## src/rtl/imem_pkg.sv

```systemverilog
// Shared widths, FSM state type and address field extraction for the
// instruction-fetch cache.
package imem_pkg;

    localparam int IMEM_LINES  = 16;
    localparam int IMEM_WORDS  = 4;
    localparam int IMEM_ADDR_W = 32;

    localparam int OFF_W = $clog2(IMEM_WORDS);
    localparam int IDX_W = $clog2(IMEM_LINES);
    localparam int TAG_W = IMEM_ADDR_W - IDX_W - OFF_W - 2;

    typedef enum logic {
        LOOKUP = 1'b0,
        FILL   = 1'b1
    } imem_state_t;

    function automatic logic [OFF_W-1:0] get_off(input logic [IMEM_ADDR_W-1:0] addr);
        return addr[OFF_W+1:2];
    endfunction

    function automatic logic [IDX_W-1:0] get_idx(input logic [IMEM_ADDR_W-1:0] addr);
        return addr[IDX_W+OFF_W+1:OFF_W+2];
    endfunction

    function automatic logic [TAG_W-1:0] get_tag(input logic [IMEM_ADDR_W-1:0] addr);
        return addr[IMEM_ADDR_W-1:IDX_W+OFF_W+2];
    endfunction

endpackage

```

## src/rtl/imem_line_store.sv

```systemverilog
// Direct-mapped tag/valid/data storage with asynchronous read. Reads and
// writes share one line index because a fill only ever targets the missing line.
module imem_line_store
    import imem_pkg::*;
#(
    parameter int LINES = IMEM_LINES,
    parameter int WORDS = IMEM_WORDS
) (
    input  logic             clk,
    input  logic             rst_n,
    input  logic [IDX_W-1:0] idx,
    input  logic [OFF_W-1:0] rd_off,
    output logic             rd_valid,
    output logic [TAG_W-1:0] rd_tag,
    output logic [31:0]      rd_data,
    input  logic             wr_en,
    input  logic [OFF_W-1:0] wr_off,
    input  logic [31:0]      wr_data,
    input  logic             clr_en,
    input  logic             tag_we,
    input  logic [TAG_W-1:0] wr_tag,
    input  logic             inv_all
);

    logic [LINES-1:0] valid_q;
    logic [LINES-1:0] valid_d;
    logic [TAG_W-1:0] tag_q  [LINES];
    logic [31:0]      data_q [LINES][WORDS];

    // Valid-bit update; invalidate-all overrides a line being marked filled.
    always_comb begin
        valid_d = valid_q;
        if (inv_all) begin
            valid_d = {LINES{1'b0}};
        end else if (tag_we) begin
            valid_d[idx] = 1'b1;
        end else if (clr_en) begin
            valid_d[idx] = 1'b0;
        end else begin
            valid_d = valid_q;
        end
    end

    // Valid bits are the only storage that needs a reset.
    always_ff @(posedge clk or negedge rst_n) begin
        if (!rst_n) begin
            valid_q <= {LINES{1'b0}};
        end else begin
            valid_q <= valid_d;
        end
    end

    // Tag and data arrays, written during a line fill.
    always_ff @(posedge clk) begin
        if (wr_en) begin
            data_q[idx][wr_off] <= wr_data;
        end
        if (tag_we) begin
            tag_q[idx] <= wr_tag;
        end
    end

    assign rd_valid = valid_q[idx];
    assign rd_tag   = tag_q[idx];
    assign rd_data  = data_q[idx][rd_off];

endmodule

```

## src/rtl/imem_fetch_ctrl.sv

```systemverilog
// Fetch-side responder: captures the next PC, answers hits one cycle later
// and stalls the front end while a missing line is burst-filled from memory.
module imem_fetch_ctrl
    import imem_pkg::*;
#(
    parameter int LINES  = IMEM_LINES,
    parameter int WORDS  = IMEM_WORDS,
    parameter int ADDR_W = IMEM_ADDR_W
) (
    input  logic              clk,
    input  logic              rst_n,
    input  logic [ADDR_W-1:0] fetch_addr,
    input  logic              fetch_en,
    input  logic              inv_all,
    output logic [31:0]       instr,
    output logic              instr_valid,
    output logic              stall,
    output logic              mem_rd_req,
    output logic [ADDR_W-1:0] mem_rd_addr,
    input  logic [31:0]       mem_rd_data,
    input  logic              mem_rd_valid
);

    imem_state_t       state_q, state_d;
    logic [ADDR_W-1:0] req_addr_q, req_addr_d;
    logic              req_vld_q, req_vld_d;
    logic [OFF_W-1:0]  beat_cnt_q, beat_cnt_d;
    logic              inv_pend_q, inv_pend_d;
    logic              mem_rd_req_q, mem_rd_req_d;
    logic [ADDR_W-1:0] mem_rd_addr_q, mem_rd_addr_d;

    logic [IDX_W-1:0]  req_idx_s;
    logic [OFF_W-1:0]  req_off_s;
    logic [TAG_W-1:0]  req_tag_s;
    logic              line_valid_s;
    logic [TAG_W-1:0]  line_tag_s;
    logic [31:0]       line_data_s;
    logic              hit_s;
    logic              miss_s;
    logic              last_beat_s;
    logic              wr_en_s;
    logic              clr_en_s;
    logic              tag_we_s;
    logic              inv_clr_s;
    logic              unused_addr_bits_s;

    assign req_idx_s          = get_idx(req_addr_q);
    assign req_off_s          = get_off(req_addr_q);
    assign req_tag_s          = get_tag(req_addr_q);
    assign unused_addr_bits_s = ^req_addr_q[1:0];
    assign last_beat_s        = mem_rd_valid && (beat_cnt_q == OFF_W'(WORDS - 1));

    imem_line_store #(
        .LINES (LINES),
        .WORDS (WORDS)
    ) u_store (
        .clk      (clk),
        .rst_n    (rst_n),
        .idx      (req_idx_s),
        .rd_off   (req_off_s),
        .rd_valid (line_valid_s),
        .rd_tag   (line_tag_s),
        .rd_data  (line_data_s),
        .wr_en    (wr_en_s),
        .wr_off   (beat_cnt_q),
        .wr_data  (mem_rd_data),
        .clr_en   (clr_en_s),
        .tag_we   (tag_we_s),
        .wr_tag   (req_tag_s),
        .inv_all  (inv_clr_s)
    );

    // Hit/miss decode and the combinational fetch response.
    always_comb begin
        hit_s  = (state_q == LOOKUP) && req_vld_q && line_valid_s && (line_tag_s == req_tag_s);
        miss_s = (state_q == LOOKUP) && req_vld_q && !hit_s;
        stall  = (state_q == FILL) || miss_s;
        if (hit_s) begin
            instr       = line_data_s;
            instr_valid = 1'b1;
        end else begin
            instr       = 32'h0000_0000;
            instr_valid = 1'b0;
        end
    end

    // Next-state logic for the capture register, fill FSM and beat counter.
    always_comb begin
        state_d       = state_q;
        beat_cnt_d    = beat_cnt_q;
        inv_pend_d    = inv_pend_q;
        mem_rd_req_d  = mem_rd_req_q;
        mem_rd_addr_d = mem_rd_addr_q;
        wr_en_s       = 1'b0;
        clr_en_s      = 1'b0;
        tag_we_s      = 1'b0;
        inv_clr_s     = 1'b0;

        if (!stall) begin
            req_addr_d = fetch_addr;
            req_vld_d  = fetch_en;
        end else begin
            req_addr_d = req_addr_q;
            req_vld_d  = req_vld_q;
        end

        case (state_q)
            LOOKUP: begin
                inv_clr_s = inv_all;
                if (miss_s) begin
                    state_d       = FILL;
                    beat_cnt_d    = {OFF_W{1'b0}};
                    mem_rd_req_d  = 1'b1;
                    mem_rd_addr_d = {req_tag_s, req_idx_s, {OFF_W{1'b0}}, 2'b00};
                end else begin
                    beat_cnt_d = {OFF_W{1'b0}};
                end
            end
            FILL: begin
                if (mem_rd_valid) begin
                    wr_en_s  = 1'b1;
                    // Drop the old line's valid as soon as it starts being overwritten.
                    clr_en_s = (beat_cnt_q == {OFF_W{1'b0}});
                    if (last_beat_s) begin
                        tag_we_s     = 1'b1;
                        inv_clr_s    = inv_pend_q || inv_all;
                        inv_pend_d   = 1'b0;
                        mem_rd_req_d = 1'b0;
                        beat_cnt_d   = {OFF_W{1'b0}};
                        state_d      = LOOKUP;
                    end else begin
                        beat_cnt_d = beat_cnt_q + OFF_W'(1);
                        inv_pend_d = inv_pend_q || inv_all;
                    end
                end else begin
                    inv_pend_d = inv_pend_q || inv_all;
                end
            end
            default: begin
                state_d = LOOKUP;
            end
        endcase
    end

    // All control state, including the registered memory-port outputs.
    always_ff @(posedge clk or negedge rst_n) begin
        if (!rst_n) begin
            state_q       <= LOOKUP;
            req_addr_q    <= {ADDR_W{1'b0}};
            req_vld_q     <= 1'b0;
            beat_cnt_q    <= {OFF_W{1'b0}};
            inv_pend_q    <= 1'b0;
            mem_rd_req_q  <= 1'b0;
            mem_rd_addr_q <= {ADDR_W{1'b0}};
        end else begin
            state_q       <= state_d;
            req_addr_q    <= req_addr_d;
            req_vld_q     <= req_vld_d;
            beat_cnt_q    <= beat_cnt_d;
            inv_pend_q    <= inv_pend_d;
            mem_rd_req_q  <= mem_rd_req_d;
            mem_rd_addr_q <= mem_rd_addr_d;
        end
    end

    assign mem_rd_req  = mem_rd_req_q;
    assign mem_rd_addr = mem_rd_addr_q;

endmodule

```

## config.mk

```make
export PLATFORM = sky130hd
export DESIGN_NAME = imem_fetch_ctrl
export DESIGN_NICKNAME = d
export VERILOG_FILES = /design/src/rtl/imem_pkg.sv /design/src/rtl/imem_line_store.sv /design/src/rtl/imem_fetch_ctrl.sv
export SDC_FILE = /design/constraint.sdc
export NUM_CORES = 2
export LEC_CHECK = 0
export ABC_CLOCK_PERIOD_IN_PS = 5520
export BUFFER_PORTS_ARGS = -buffer_cell sky130_fd_sc_hd__buf_2
export CORE_ASPECT_RATIO = 0.7
export CORE_MARGIN = 1.5
export CORE_UTILIZATION = 62
export DETAILED_ROUTE_END_ITERATION = 6
export GPL_TIMING_DRIVEN = 0
export PLACE_DENSITY_LB_ADDON = 0.2
export SLEW_MARGIN = 10
export SYNTH_ARGS = -nofsm -noshare
export SYNTH_HDL_FRONTEND = slang
export SYNTH_HIERARCHICAL = 1
export SYNTH_SLANG_ARGS = --single-unit
```

## constraint.sdc

```tcl
create_clock -name clk -period 5.52 [get_ports clk]
set_clock_uncertainty 0.2 [all_clocks]
set_input_delay 0.276 -clock clk [delete_from_list [all_inputs] [get_ports clk]]
set_output_delay 0.276 -clock clk [all_outputs]
set_load 0.01 [all_outputs]
```

# Yosys cells after proc, flatten, opt, wreduce, memory -nomap -nowiden

Memories as Yosys holds them, arrays and structs flattened.
Index checks and enable logic that the tools add are counted.

Magnitude comparators: 5
Bitwise logic cells: 6
Muxes and demuxes: 41
Reduce and logical (&&, ||, !) cells: 14
Equal/unequal tests: 5
Add/sub/neg operators: 1

Operators by type and width:

| operator             | number |
|---|---|
| $mux W128            | 1 |
| $mux W32             | 4 |
| $bmux W32 S2         | 1 |
| $demux W32 S2        | 1 |
| $mux W16             | 3 |
| $eq A24 B24 Y1       | 1 |
| $mux W1              | 23 |
| $and A16 B16 Y16     | 1 |
| $not A16 Y16         | 1 |
| $or A16 B16 Y16      | 1 |
| $logic_and A1 B1 Y1  | 7 |
| $ge A3 B3 Y1 const B | 2 |
| $not A2 Y3           | 2 |
| $pmux W1 S2          | 3 |
| $lt A4 B5 Y1 const B | 1 |
| $bmux W1 S4          | 1 |
| $demux W1 S4         | 1 |
| $ge A4 B1 Y1 const B | 1 |
| $mux W2              | 2 |
| $ne A2 B2 Y1 const B | 2 |
| $pmux W2 S2          | 1 |
| $lt A3 B1 Y1 const B | 1 |
| $reduce_and A3 Y1    | 1 |
| $reduce_bool A3 Y1   | 1 |
| 8 further kinds      | 9 |

Memories: 2
Memory bits (writable): 2,432
Word-level logic and storage cells: 82
Register bits: 82
Output and inout bits: 67

Memory list:

| memory         | depth | width | read ports | clocked after Yosys merged registers in | wr ports | line                  | text |
|---|---|---|---|---|---|---|---|
| u_store.data_q | 16    | 128   | 1          | 0                                       | 1        | imem_line_store.sv:28 | `logic [31:0] data_q [LINES][WORDS];` |
| u_store.tag_q  | 16    | 24    | 1          | 0                                       | 1        | imem_line_store.sv:27 | `logic [TAG_W-1:0] tag_q [LINES];` |

# Logic depth before layout (Yosys ltp)

Depth in word-level cells: 9
Depth in mapped cells: 14
Gate-level depth less buffers: 7

# Modules after synthesis

Netlist, hierarchy kept.

By module, submodules not included:

| module          | times used | seq. area each (sq um) | area each (sq um) | cells each |
|---|---|---|---|---|
| imem_line_store | 1          | 73,430.4               | 93,508.4          | 4,129 |
| imem_fetch_ctrl | 1          | 1,601.5                | 3,270.6           | 311 |

# Worst setup path before layout

OpenSTA, ideal clock, no wires.

Path type: register to register
Start: register req_addr_q[5]
End: register mem_rd_addr_q[12] (netlist: mem_rd_addr[12])
Stages on the path, launching flop included: 15
Data required time: 5.195 ns
Slack: 1.249 ns
Arrival time: 3.946 ns
Buffers on the path: 7
Clock period less this slack: 4.271 ns
Cell sequence: dfrtp_1 -> buf_6 -> buf_6 -> buf_4 -> buf_2 -> buf_1 -> mux4_2 -> mux4_2 -> xor2_1 -> or4_1 -> or3_1 -> o21a_1 -> buf_6 -> buf_6 -> mux2_4

Elaborated cells on any way between the ends: 9
Those cells by class: 1 x eq/ne; 2 x mux; 5 x reduce/logical; 1 x memory

RTL lines:

| item                        | line                   | text |
|---|---|---|
| start, declared             | imem_fetch_ctrl.sv:25  | `logic [ADDR_W-1:0] req_addr_q, req_addr_d;` |
| start signal, assigned      | imem_fetch_ctrl.sv:149 | `req_addr_q <= {ADDR_W{1'b0}};` |
| start signal, assigned      | imem_fetch_ctrl.sv:157 | `req_addr_q <= req_addr_d;` |
| $mem_v2 Z16 W24             | n/a                    |  |
| via line_tag_s[1]           | imem_fetch_ctrl.sv:36  | `logic [TAG_W-1:0] line_tag_s;` |
| $eq A24 B24 Y1              | imem_fetch_ctrl.sv:75  | `hit_s = (state_q == LOOKUP) && req_vld_q && line_valid_s && (line_tag_s == req_tag_s);` |
| $logic_and A1 B1 Y1         | imem_fetch_ctrl.sv:75  |  |
| $logic_not A1 Y1            | imem_fetch_ctrl.sv:76  | `miss_s = (state_q == LOOKUP) && req_vld_q && !hit_s;` |
| $logic_and A1 B1 Y1         | imem_fetch_ctrl.sv:76  |  |
| $reduce_and A2 Y1 (no line) | n/a                    |  |
| end signal, assigned        | imem_fetch_ctrl.sv:154 | `mem_rd_addr_q <= {ADDR_W{1'b0}};` |
| end signal, assigned        | imem_fetch_ctrl.sv:162 | `mem_rd_addr_q <= mem_rd_addr_d;` |
| end, declared               | imem_fetch_ctrl.sv:30  | `logic [ADDR_W-1:0] mem_rd_addr_q, mem_rd_addr_d;` |

The timed path passes the listed nets, and every way through them passes these cells. The select of a mux whose other input is x is not followed.
A chain may end at the register's enable or synchronous reset.

# Worst setup path after layout

Start: register req_addr_q[2]
End: output instr[3]

Cells in the longest elaborated chain, start to end: 5

Ends and longest elaborated chain:

| item                                        | line                  | text |
|---|---|---|
| $not A2 Y3 (not written as such)            | imem_line_store.sv:65 | `assign rd_data = data_q[idx][rd_off];` |
| $bmux W32 S2                                | imem_line_store.sv:65 |  |
| $mux W32 (not written as such) (2 in a row) | imem_line_store.sv:65 |  |
| via line_data_s[3]                          | imem_fetch_ctrl.sv:37 | `logic [31:0] line_data_s;` |
| $mux W32                                    | imem_fetch_ctrl.sv:78 | `if (hit_s) begin` |
| end, declared                               | imem_fetch_ctrl.sv:15 | `output logic [31:0] instr,` |

The timed path passes the listed nets, and every way through them passes these cells. The select of a mux whose other input is x is not followed.

==> summary.txt <==
Timing
  • Max Slew Vio Count: 0
  • Tcrit/Tclk final: 104%
  • Fmax: 0.175 GHz
  • Final setup margin: -210 ps
  • Final setup viols: 10
  • Worst Tran Pin Value: 1340 ps
  • Min Tclk post-route: 5730 ps
  • Slew Limit Headroom: 10.7%
  • Final Hold Viols: 0

Placed design
  • Final GP Congestion: 0.943
  • Pre-CTS setup slack: -1490 ps
  • Placed cell count: 6750
  • Dpl hpwl: 175000 um
  • DP Area: 103000 um2
  • Number of port buffers: 129

Power and ir drop
  • Switching share of power: 33.6%
  • Static Leak: 0.0358 uW
  • Switching pwr: 18800 uW
  • Maximum vdd drop: 331 uV
  • Register share of total power: 41.1%
  • Internal: 37100 uW
  • Clock power share: 26.5%
  • Comb power frac: 32.3%
  • Power Dens Cells: 502 nW/um2

CTS
  • CTS tree: built
  • Clock transition at the registers of the reported paths: 60 ps
  • CTS buffer count: 217
  • Clock Tree Root: clkbuf_16
  • # H-tree levels: 4
  • Clock latency at the later pin of the worst-skew pair: 860 ps
  • Sink Count: 2512
  • Clk buf depth: 3

Synthesis
  • Mapped Avg Cell Area: 21.8 um2
  • Synth warn: 6
  • Synth top area share: 75.5%
  • Synth async-reset ratio: 3.18%
  • Register area share after synthesis: 77.5%
  • Yosys top cell by area: edfxtp_1
  • Count leader, synth: edfxtp_1
  • Largest cells by area after synthesis: edfxtp_1, mux4_2, mux2i_1
  • Library cells used by synthesis: 55
  • Syn Inst Count: 4440
  • Yosys reg bits: 2512
  • Most used DFF post-synth: edfxtp_1
  • Post-synth EDFFs: 2432
  • Post-Syn Area: 96800 um2
  • Synth cell count leaders: edfxtp_1, mux4_2, mux2i_1, clkbuf_1, a21oi_1

Floorplan
  • Chip Height: 334 um
  • Core area: 155000 um2
  • Initial Util: 62.4%
  • Num rows: 121
  • Die width: 475 um
  • Die Area: 159000 um2
  • # IOs: 136

Critical path
  • CP delay by family, top: buffers and inverters
  • FF-to-FF Start: req_addr_q[6]
  • Crit Path Class: flop to output port
  • Critical Path RT: 5040 ps
  • Worst Path Arrival: 5250 ps
  • Cell Chain, Critical Path: clkbuf_1, clkbuf_1, o221ai_1, a21oi_1, a21oi_1, o211a_1, and2_1, buf_2
  • Crit Reg-Reg Endpoint: u_store/data_q[3][122]
  • Startpoint Class: flop
  • Reg2Reg Depth: 9
  • Critical Path Max Stage Delay: 890 ps
  • CP Capture Type: output port
  • Buffers & Inverters on Critical Path: 3
  • Reg2reg setup slack: 210 ps
  • Slowest CP cell: clkbuf_1
  • Crit Path Max Fanout: 10

Hold path
  • Min-delay worst type: primary input to flop
  • Min-delay src: mem_rd_data[27]
  • Hold EP: u_store/data_q[13][59]
  • Hold Crit Depth: 1

Flow run
  • MaxCap Viol Count: 0

Drt
  • Vias per inst: 7.10
  • Starting DRT DRC Count: 8080
  • WL final: 273000 um
  • ANT nets after route: 0
  • Routed len/inst: 37.5 um
  • DR DRC count: 0
  • 1st-pass router iterations: 6
  • Detailed-route via count: 51600

Finish
  • Final Cell Area: 111000 um2
  • Fin nets: 5053
  • Area grow syn2layout: 15.0%
  • Fillers: 8841
  • Layout cells sized above 1: 26.9%
  • Final std cells w/o fill: 7270

Global route
  • Largest net degree at the start of global routing: 65
  • First-pass GRT wire length: 378000 um
  • Grt total ovfl: 0
  • Vias in the first global route: 49400
  • Gr usage total: 34.7%
  • Initial antenna violation count: 12

Status
  • Failing checks: negative setup slack
  • Run status: complete, but fails checks
[power by group through the flow]
stage / Combinational [uW] / Sequential [uW] / Clock, uW
3_5_place_dp: 16500 / 23300 / 0
4_1_cts: 17100 / 22900 / 14900
2_1_floorplan: 9650 / 23000 / 0
5_1_grt: 18300 / 23000 / 15600
6_report: 18100 / 23000 / 14800
3_3_place_gp: 15800 / 23300 / 0
[logic make-up after synthesis]
| logic type | count (synthesis) | synth area share (%) |
|---|---|---|
| flops | 2512 | 77.5 |
| other cells | 1 | 0.00387 |
| compound gates | 478 | 3.76 |
| buf+inv | 309 | 1.63 |
| xor+xnor | 24 | 0.217 |
| simple gates | 261 | 1.33 |
| mux | 853 | 15.5 |
| fa+ha+maj | 2 | 0.0259 |
[per-layer routing]
layer	share of wire, %	vias up	routed length, um	track usage (%)
met3	15	574	41200	11.8
met2	44	4079	120000	48.8
met1	37	27100	101000	51.1
met5	0.016	-	44	0
li1	-	19900	-	-
met4	4.0	8	10900	13.0
[final cells by class]
| class | count | area (um2) | share of cell area (%) |
|---|---|---|---|
| Multi-Input combinational cell | 1622 | 20900 | 18.8 |
| Antenna cell | 13 | 32.5 | 0.0292 |
| Tap cell | 2091 | 2620 | 2.35 |
| Clock buffer | 284 | 5730 | 5.15 |
| Inverter | 36 | 135 | 0.121 |
| Clock inverter | 119 | 1030 | 0.929 |
| Buffer | 272 | 2090 | 1.88 |
| Timing Repair Buffer | 321 | 3710 | 3.33 |
| Sequential cell | 2512 | 75000 | 67.5 |
[registers in the layout, summed over array words and instances (netlist names)]
signal	cells
u_store/data_q	2048
state_q	1
mem_rd_req	1
u_store/tag_q	384
u_store/valid_q	16
inv_pend_q	1
beat_cnt_q	2
req_vld_q	1
req_addr_q	30
mem_rd_addr	28
[stage by stage]
stage / hold WS [ps] / total power, uW / utilization [%] / TNS (ps)
2_1_floorplan: -220 / 32700 / - / 0
3_3_place_gp: 263 / 39100 / 64.5 / -2630620
3_5_place_dp: 30.2 / 39800 / 66.1 / -86980
4_1_cts: 0.323 / 54900 / 71.3 / 0
5_1_grt: 46.6 / 56900 / 71.7 / -49.5
6_report: 22.0 / 55800 / 71.7 / -1250
[repair_timing]
action,in CTS,in global routing
gates cloned,0,3
setup endpoints to repair,95,28
gates resized for setup,181,42
hold endpoints to repair,1165,704
hold buffers,68,11
setup buffers,4,18
pin swaps,1,3
[how the worst max path moves through the flow]
| stage | from | to | cells past startpoint | slack (ps) |
|---|---|---|---|---|
| final | req_addr_q[2] | instr[3] | 8 | -210 |
| after global routing | req_addr_q[6] | instr[20] | 11 | -10 |
| after global placement | req_addr_q[7] | instr[24] | 12 | -2290 |
| after detailed placement | req_addr_q[7] | instr[18] | 13 | -1490 |
| after CTS | req_addr_q[4] | instr[1] | 14 | 1 |
| after floorplan | req_addr_q[5] | mem_rd_addr[12] | 14 | 1250 |
[layout by cell type (no fill, tap or decap), types with 23 or more instances in the layout]
cell           count
inv_1             36
clkbuf_1         163
nor2_1            24
edfxtp_1        2432
clkinv_2          38
clkinv_1          48
dfrtp_1           77
buf_4             79
buf_12            73
o32ai_1           30
nor2_4            64
dlygate4sd3_1     78
mux4_2           508
a21oi_1          104
nand2_1           49
and2_1            28
buf_16            39
o22ai_1           42
buf_6             23
clkbuf_16        224
mux2_2            44
o221ai_1          86
o211a_1           27
o21ai_0           27
a22o_1            37
mux2i_1          291
buf_2            167
a22oi_1           34
No activity file was read; power rests on OpenSTA's default activity.
